$ cat config.mk
export PLATFORM = sky130hd
export DESIGN_NAME = imm_builder
export DESIGN_NICKNAME = d
export VERILOG_FILES = /design/src/rtl/imm_builder.sv
export SDC_FILE = /design/constraint.sdc
export NUM_CORES = 1
export LEC_CHECK = 0
export BUFFER_PORTS_ARGS = -buffer_cell sky130_fd_sc_hd__buf_2
export CELL_PAD_IN_SITES_DETAIL_PLACEMENT = 1
export CELL_PAD_IN_SITES_GLOBAL_PLACEMENT = 1
export CORE_AREA = 2 2 146 148
export DETAILED_ROUTE_END_ITERATION = 7
export DIE_AREA = 0 0 148 150
export PLACE_DENSITY = 0.56
export SLEW_MARGIN = 30
export SYNTH_ARGS = -nofsm -noshare
export SYNTH_HDL_FRONTEND = slang
export SYNTH_SLANG_ARGS = --single-unit
$ cat constraint.sdc
create_clock -name clk -period 5.8 [get_ports clk]
set_input_delay 1.74 -clock clk [delete_from_list [all_inputs] [get_ports clk]]
set_output_delay 1.74 -clock clk [all_outputs]
set_load 0.03 [all_outputs]
$ cat src/rtl/imm_builder.sv
// imm_builder: builds an instruction immediate from 2- or 4-bit operand chunks.
// Prefix instructions (ctrl=11) shift chunks into an accumulator. Any other
// valid instruction consumes the accumulator plus its own chunk and produces a
// registered result: a LUT lookup, a sign-extended value or an unsigned value.
//
// Ports
//   clk             rising-edge clock
//   reset_n         synchronous active-low reset
//   in_valid        immediate fields valid this cycle
//   ctrl            00 LUT, 01 sign extend, 10 unsigned, 11 prefix
//   numBits         0: 2-bit chunk (immediateInput1), 1: 4-bit chunk
//   immediateInput0 upper operand field
//   immediateInput1 lower operand field
//   lut_we          LUT write enable (independent of in_valid)
//   lut_waddr       LUT write address
//   lut_wdata       LUT write data
//   out_valid       one-cycle pulse when immediateValue is updated
//   immediateValue  registered result, held until the next result
//   acc_overflow    set when the consumed value was wider than WIDTH bits
module imm_builder #(
  parameter int WIDTH     = 8,
  parameter int LUT_DEPTH = 16,
  parameter int AW        = $clog2(LUT_DEPTH)
) (
  input  logic             clk,
  input  logic             reset_n,
  input  logic             in_valid,
  input  logic [1:0]       ctrl,
  input  logic             numBits,
  input  logic [1:0]       immediateInput0,
  input  logic [1:0]       immediateInput1,
  input  logic             lut_we,
  input  logic [AW-1:0]    lut_waddr,
  input  logic [WIDTH-1:0] lut_wdata,
  output logic             out_valid,
  output logic [WIDTH-1:0] immediateValue,
  output logic             acc_overflow
);

  // pre_bits saturates at WIDTH+4; total may add one more 4-bit chunk on top.
  localparam int PBW = $clog2(WIDTH + 5);
  localparam int TW  = PBW + 1;
  localparam logic [PBW-1:0] PB_MAX = PBW'(WIDTH + 4);

  logic [WIDTH-1:0] pre_q, pre_d;
  logic [PBW-1:0]   pre_bits_q, pre_bits_d;
  logic [WIDTH-1:0] imm_q, imm_d;
  logic             vld_q, vld_d;
  logic             ovf_q, ovf_d;
  logic [WIDTH-1:0] lut_q [LUT_DEPTH];

  logic [TW-1:0]    chunk_bits;
  logic [TW-1:0]    total;
  logic [WIDTH-1:0] full;
  logic [AW-1:0]    lut_addr;

  // Saturate the running bit count so long prefix chains cannot wrap it.
  function automatic logic [PBW-1:0] sat_bits(input logic [TW-1:0] t);
    if (t > TW'(PB_MAX)) return PB_MAX;
    return t[PBW-1:0];
  endfunction

  // Bits at and above position n are replaced by bit n-1 (sgn=1) or zero
  // (sgn=0). When n >= WIDTH no bit qualifies, so the value passes unchanged.
  function automatic logic [WIDTH-1:0] extend(input logic [WIDTH-1:0] v,
                                              input logic [TW-1:0]    n,
                                              input logic             sgn);
    logic [WIDTH-1:0] r;
    logic             fill;
    r    = v;
    fill = 1'b0;
    for (int j = 0; j < WIDTH; j++) begin
      if (TW'(j) + TW'(1) == n) fill = v[j];
    end
    for (int i = 0; i < WIDTH; i++) begin
      if (TW'(i) >= n) r[i] = sgn & fill;
    end
    return r;
  endfunction

  assign chunk_bits = numBits ? TW'(4) : TW'(2);
  assign total      = TW'(pre_bits_q) + chunk_bits;
  assign full       = numBits ? WIDTH'({pre_q, immediateInput0, immediateInput1})
                              : WIDTH'({pre_q, immediateInput1});
  assign lut_addr   = AW'(full);

  always_comb begin
    pre_d      = pre_q;
    pre_bits_d = pre_bits_q;
    imm_d      = imm_q;
    vld_d      = 1'b0;
    ovf_d      = ovf_q;
    if (in_valid) begin
      if (ctrl == 2'b11) begin
        pre_d      = full;
        pre_bits_d = sat_bits(total);
      end else begin
        pre_d      = '0;
        pre_bits_d = '0;
        vld_d      = 1'b1;
        ovf_d      = (total > TW'(WIDTH));
        case (ctrl)
          2'b00:   imm_d = lut_q[lut_addr];
          2'b01:   imm_d = extend(full, total, 1'b1);
          default: imm_d = extend(full, total, 1'b0);
        endcase
      end
    end
  end

  // Control and output registers
  always_ff @(posedge clk) begin
    if (!reset_n) begin
      pre_q      <= '0;
      pre_bits_q <= '0;
      imm_q      <= '0;
      vld_q      <= 1'b0;
      ovf_q      <= 1'b0;
    end else begin
      pre_q      <= pre_d;
      pre_bits_q <= pre_bits_d;
      imm_q      <= imm_d;
      vld_q      <= vld_d;
      ovf_q      <= ovf_d;
    end
  end

  // LUT storage; a lookup in the same cycle as a write sees the old entry.
  always_ff @(posedge clk) begin
    if (!reset_n) begin
      for (int i = 0; i < LUT_DEPTH; i++) lut_q[i] <= WIDTH'(i);
    end else if (lut_we) begin
      lut_q[lut_waddr] <= lut_wdata;
    end
  end

  assign out_valid      = vld_q;
  assign immediateValue = imm_q;
  assign acc_overflow   = ovf_q;

endmodule

==> metrics.cfg <==
[critical_path]
reg2reg_to = immediateValue[3]
slowest_delay_ps = 790
start_kind = input pin
crit_fanout = 32
r2r_slack_ps = 3530
r2r_cells = 8
path_cells = buf_2 -> buf_4 -> nand4_1 -> nor3_1 -> nand2b_1
r2r_start = pre_bits_q[1]
cpMaxStageDelayCell = nor3_1
cp-end-kind = flip-flop
worstPathRequired_ps = 5890
cp_data_arrival_time_ps = 4050
criticalPathCategory = input pin to flip-flop

[timing]
worstMarginPinSlew_ps = 903
finalCritPeriodShare = 0.683
rsz0062_at_grt = no
relSlewSlack = 0.398
finalCriticalPeriod_ps = 3960
finalMaxSlewViolations = 0
hold_viol_final = 0
hold-worst-slack_ps = 505
max_freq_ghz = 0.253
clock_skew_ps = 12.2
fin_setup_tns_ps = 0
setup_viol = 0

[synth]
ys_seq_elements = 147
synthesis.instances = 537
synth_edf_count = 128
syn_area_sq_um = 7120
synth.distinct_cells = 47
ys.warnings.count = 0
syn_nets = 563
synthArstFlopShare = 0
synth_flop_cell = edfxtp_1
synth.avg_cell_area_sq_um = 13.3
yosysSeqAreaShare = 0.593

[clocking]
clkTransAtPathRegs_ps = 60
clock_latency_ps = 430
clockRootBuffer = clkbuf_16
cts_tree = yes
cts_buffer_depth = 2
htree_levels = 4
cts_made_buffers = 17
ctsResizeCount = 0
cts_setup_buffers = 0
cts_hold_buf = 0
clock_sinks = 147

[placement]
place_congestion = 0.755
io_buffers = 32
placedCellCount = 815
hpwl_um = 12900

[detailed_routing]
vias = 4375
avgRoutedWirePerCell_um = 21.8
drt_drc_violations_left = 0
drt_iter0_markers = 290
vias_per_cell = 5.17
wl_um = 18400
first_pass_iters = 4
ant_nets = 0

[layout]
multi_input_area_sq_um = 2650
final_layout_size_suffix_gt1_frac = 0.177
final_common_cell = edfxtp_1
n_antenna_cell = 0
final.fill_count = 2219
register_area_sq_um = 4220
nNetsFinal = 585
post-route-util = 0.387
final_cell_mix = 128 x edfxtp_1, 97 x and2_1, 34 x nand2_1
synthToLayoutAreaGrowth_pct = 12.6
fin_cells = 847

[run]
maxCapViolCount = 0

[power_and_ir_drop]
p_leak_nw = 2.79
power_mw = 2.51
p_per_area_nw_per_um2 = 313
worst_ir_drop_vdd_mv = 0.192

[die]
fp.dieH_um = 150
dieArea_sq_um = 22200
ios = 33
rows = 53
core_sq_um = 20700
initial_utilization = 0.344
dieWidth_um = 148

[grt]
antenna_found_initial = 0
grt_usage = 0.177
overflow = 0
grt_pass1_wl_um = 28500
grt_max_degree = 36
grt_pass1_vias = 4500

[hold_path]
holdPathEnd = acc_overflow
hold_path.class = flip-flop to flip-flop
holdPathStages = 1
hp-start = acc_overflow

[run_status]
status = finished clean

[worst max-delay path by stage]
stage                     slack [ps]  cells past startpoint                 to    start
after detailed placement        1430                      5       lut_q[12][2]  reset_n
final                           1840                      5       lut_q[12][3]  reset_n
after global routing            1550                      5       lut_q[12][0]  reset_n
after CTS                       1880                      5       lut_q[12][3]  reset_n
after global placement          1630                      5       lut_q[12][2]  reset_n
after floorplan                 2130                     10  immediateValue[3]  numBits
[synth_stat cells, types with 2 or more instances]
library cell / number / area, sq um
edfxtp_1: 128 / 3840
a22oi_1: 9 / 67.6
clkbuf_1: 19 / 71.3
nor2_1: 30 / 113
o21a_1: 2 / 15.0
nor2b_1: 9 / 56.3
nand3_1: 15 / 75.1
inv_1: 6 / 22.5
and2_1: 97 / 607
a21oi_1: 6 / 30.0
ha_1: 2 / 25.0
a31oi_1: 4 / 25.0
a311oi_1: 2 / 17.5
o2111ai_1: 5 / 43.8
or3_1: 30 / 188
mux4_1: 8 / 210
mux2_2: 4 / 45.0
nand4_1: 7 / 43.8
clkbuf_8: 3 / 41.3
o21ai_0: 20 / 100
mux2i_1: 5 / 50.1
nand2b_1: 13 / 81.3
buf_2: 7 / 35.0
mux4_2: 24 / 541
nand2_1: 34 / 128
a32oi_1: 3 / 26.3
nor3_1: 5 / 25.0
dfxtp_1: 19 / 380
buf_6: 3 / 33.8
[report_power, final]
| part | leakage [nW] | switching [mW] | internal (mW) |
|---|---|---|---|
| logic | 1.13 | 0.144 | 0.0784 |
| registers | 1.39 | 0.0245 | 1.21 |
| clock network | 0.272 | 0.487 | 0.568 |
[layer usage]
| layer | GRT usage | wire length, um | vias to the layer above |
|---|---|---|---|
| met5 | 0 | 0 | - |
| met4 | 0.0429 | 161 | 0 |
| met3 | 0.0329 | 644 | 10 |
| met2 | 0.294 | 8920 | 94 |
| met1 | 0.241 | 8720 | 2217 |
| li1 | - | - | 2054 |
[kinds of logic after synthesis]
kind of cell	after synthesis	synth area share
AO/OA/AOI/OAI	60	0.0563
buffers and inverters	43	0.0346
AND/OR/NAND/NOR	241	0.186
XOR/XNOR	1	0.00123
flip-flops	147	0.593
multiplexers	42	0.122
adder cells (fa/ha/maj)	3	0.00633
[per-stage QoR]
step                worst slack, ps  area, sq um
global placement               1630         7450
detailed placement             1430         7450
global route                   1550         8020
CTS                            1880         8020
floorplan                      2130         7120
finish                         1840         8020
[final cells by class]
cell class | instances | area share
clock buffers | 17 | 0.0531
clock inverters | 15 | 0.0170
inverters | 7 | 0.00328
multi-input cells | 347 | 0.330
flip-flops and latches | 147 | 0.527
well taps | 275 | 0.0429
repair buffers | 39 | 0.0265
[sequential cells by signal (all words and copies together), names as in the netlist]
name,flops
lut_q,128
immediateValue,8
pre_q,6
pre_bits_q,3
acc_overflow,1
out_valid,1
[critical path: cells and delay by family]
family	cells	cell delay, ps
buf+inv	2	540
simple gates	3	1750
No activity file was read; power rests on OpenSTA's default activity.
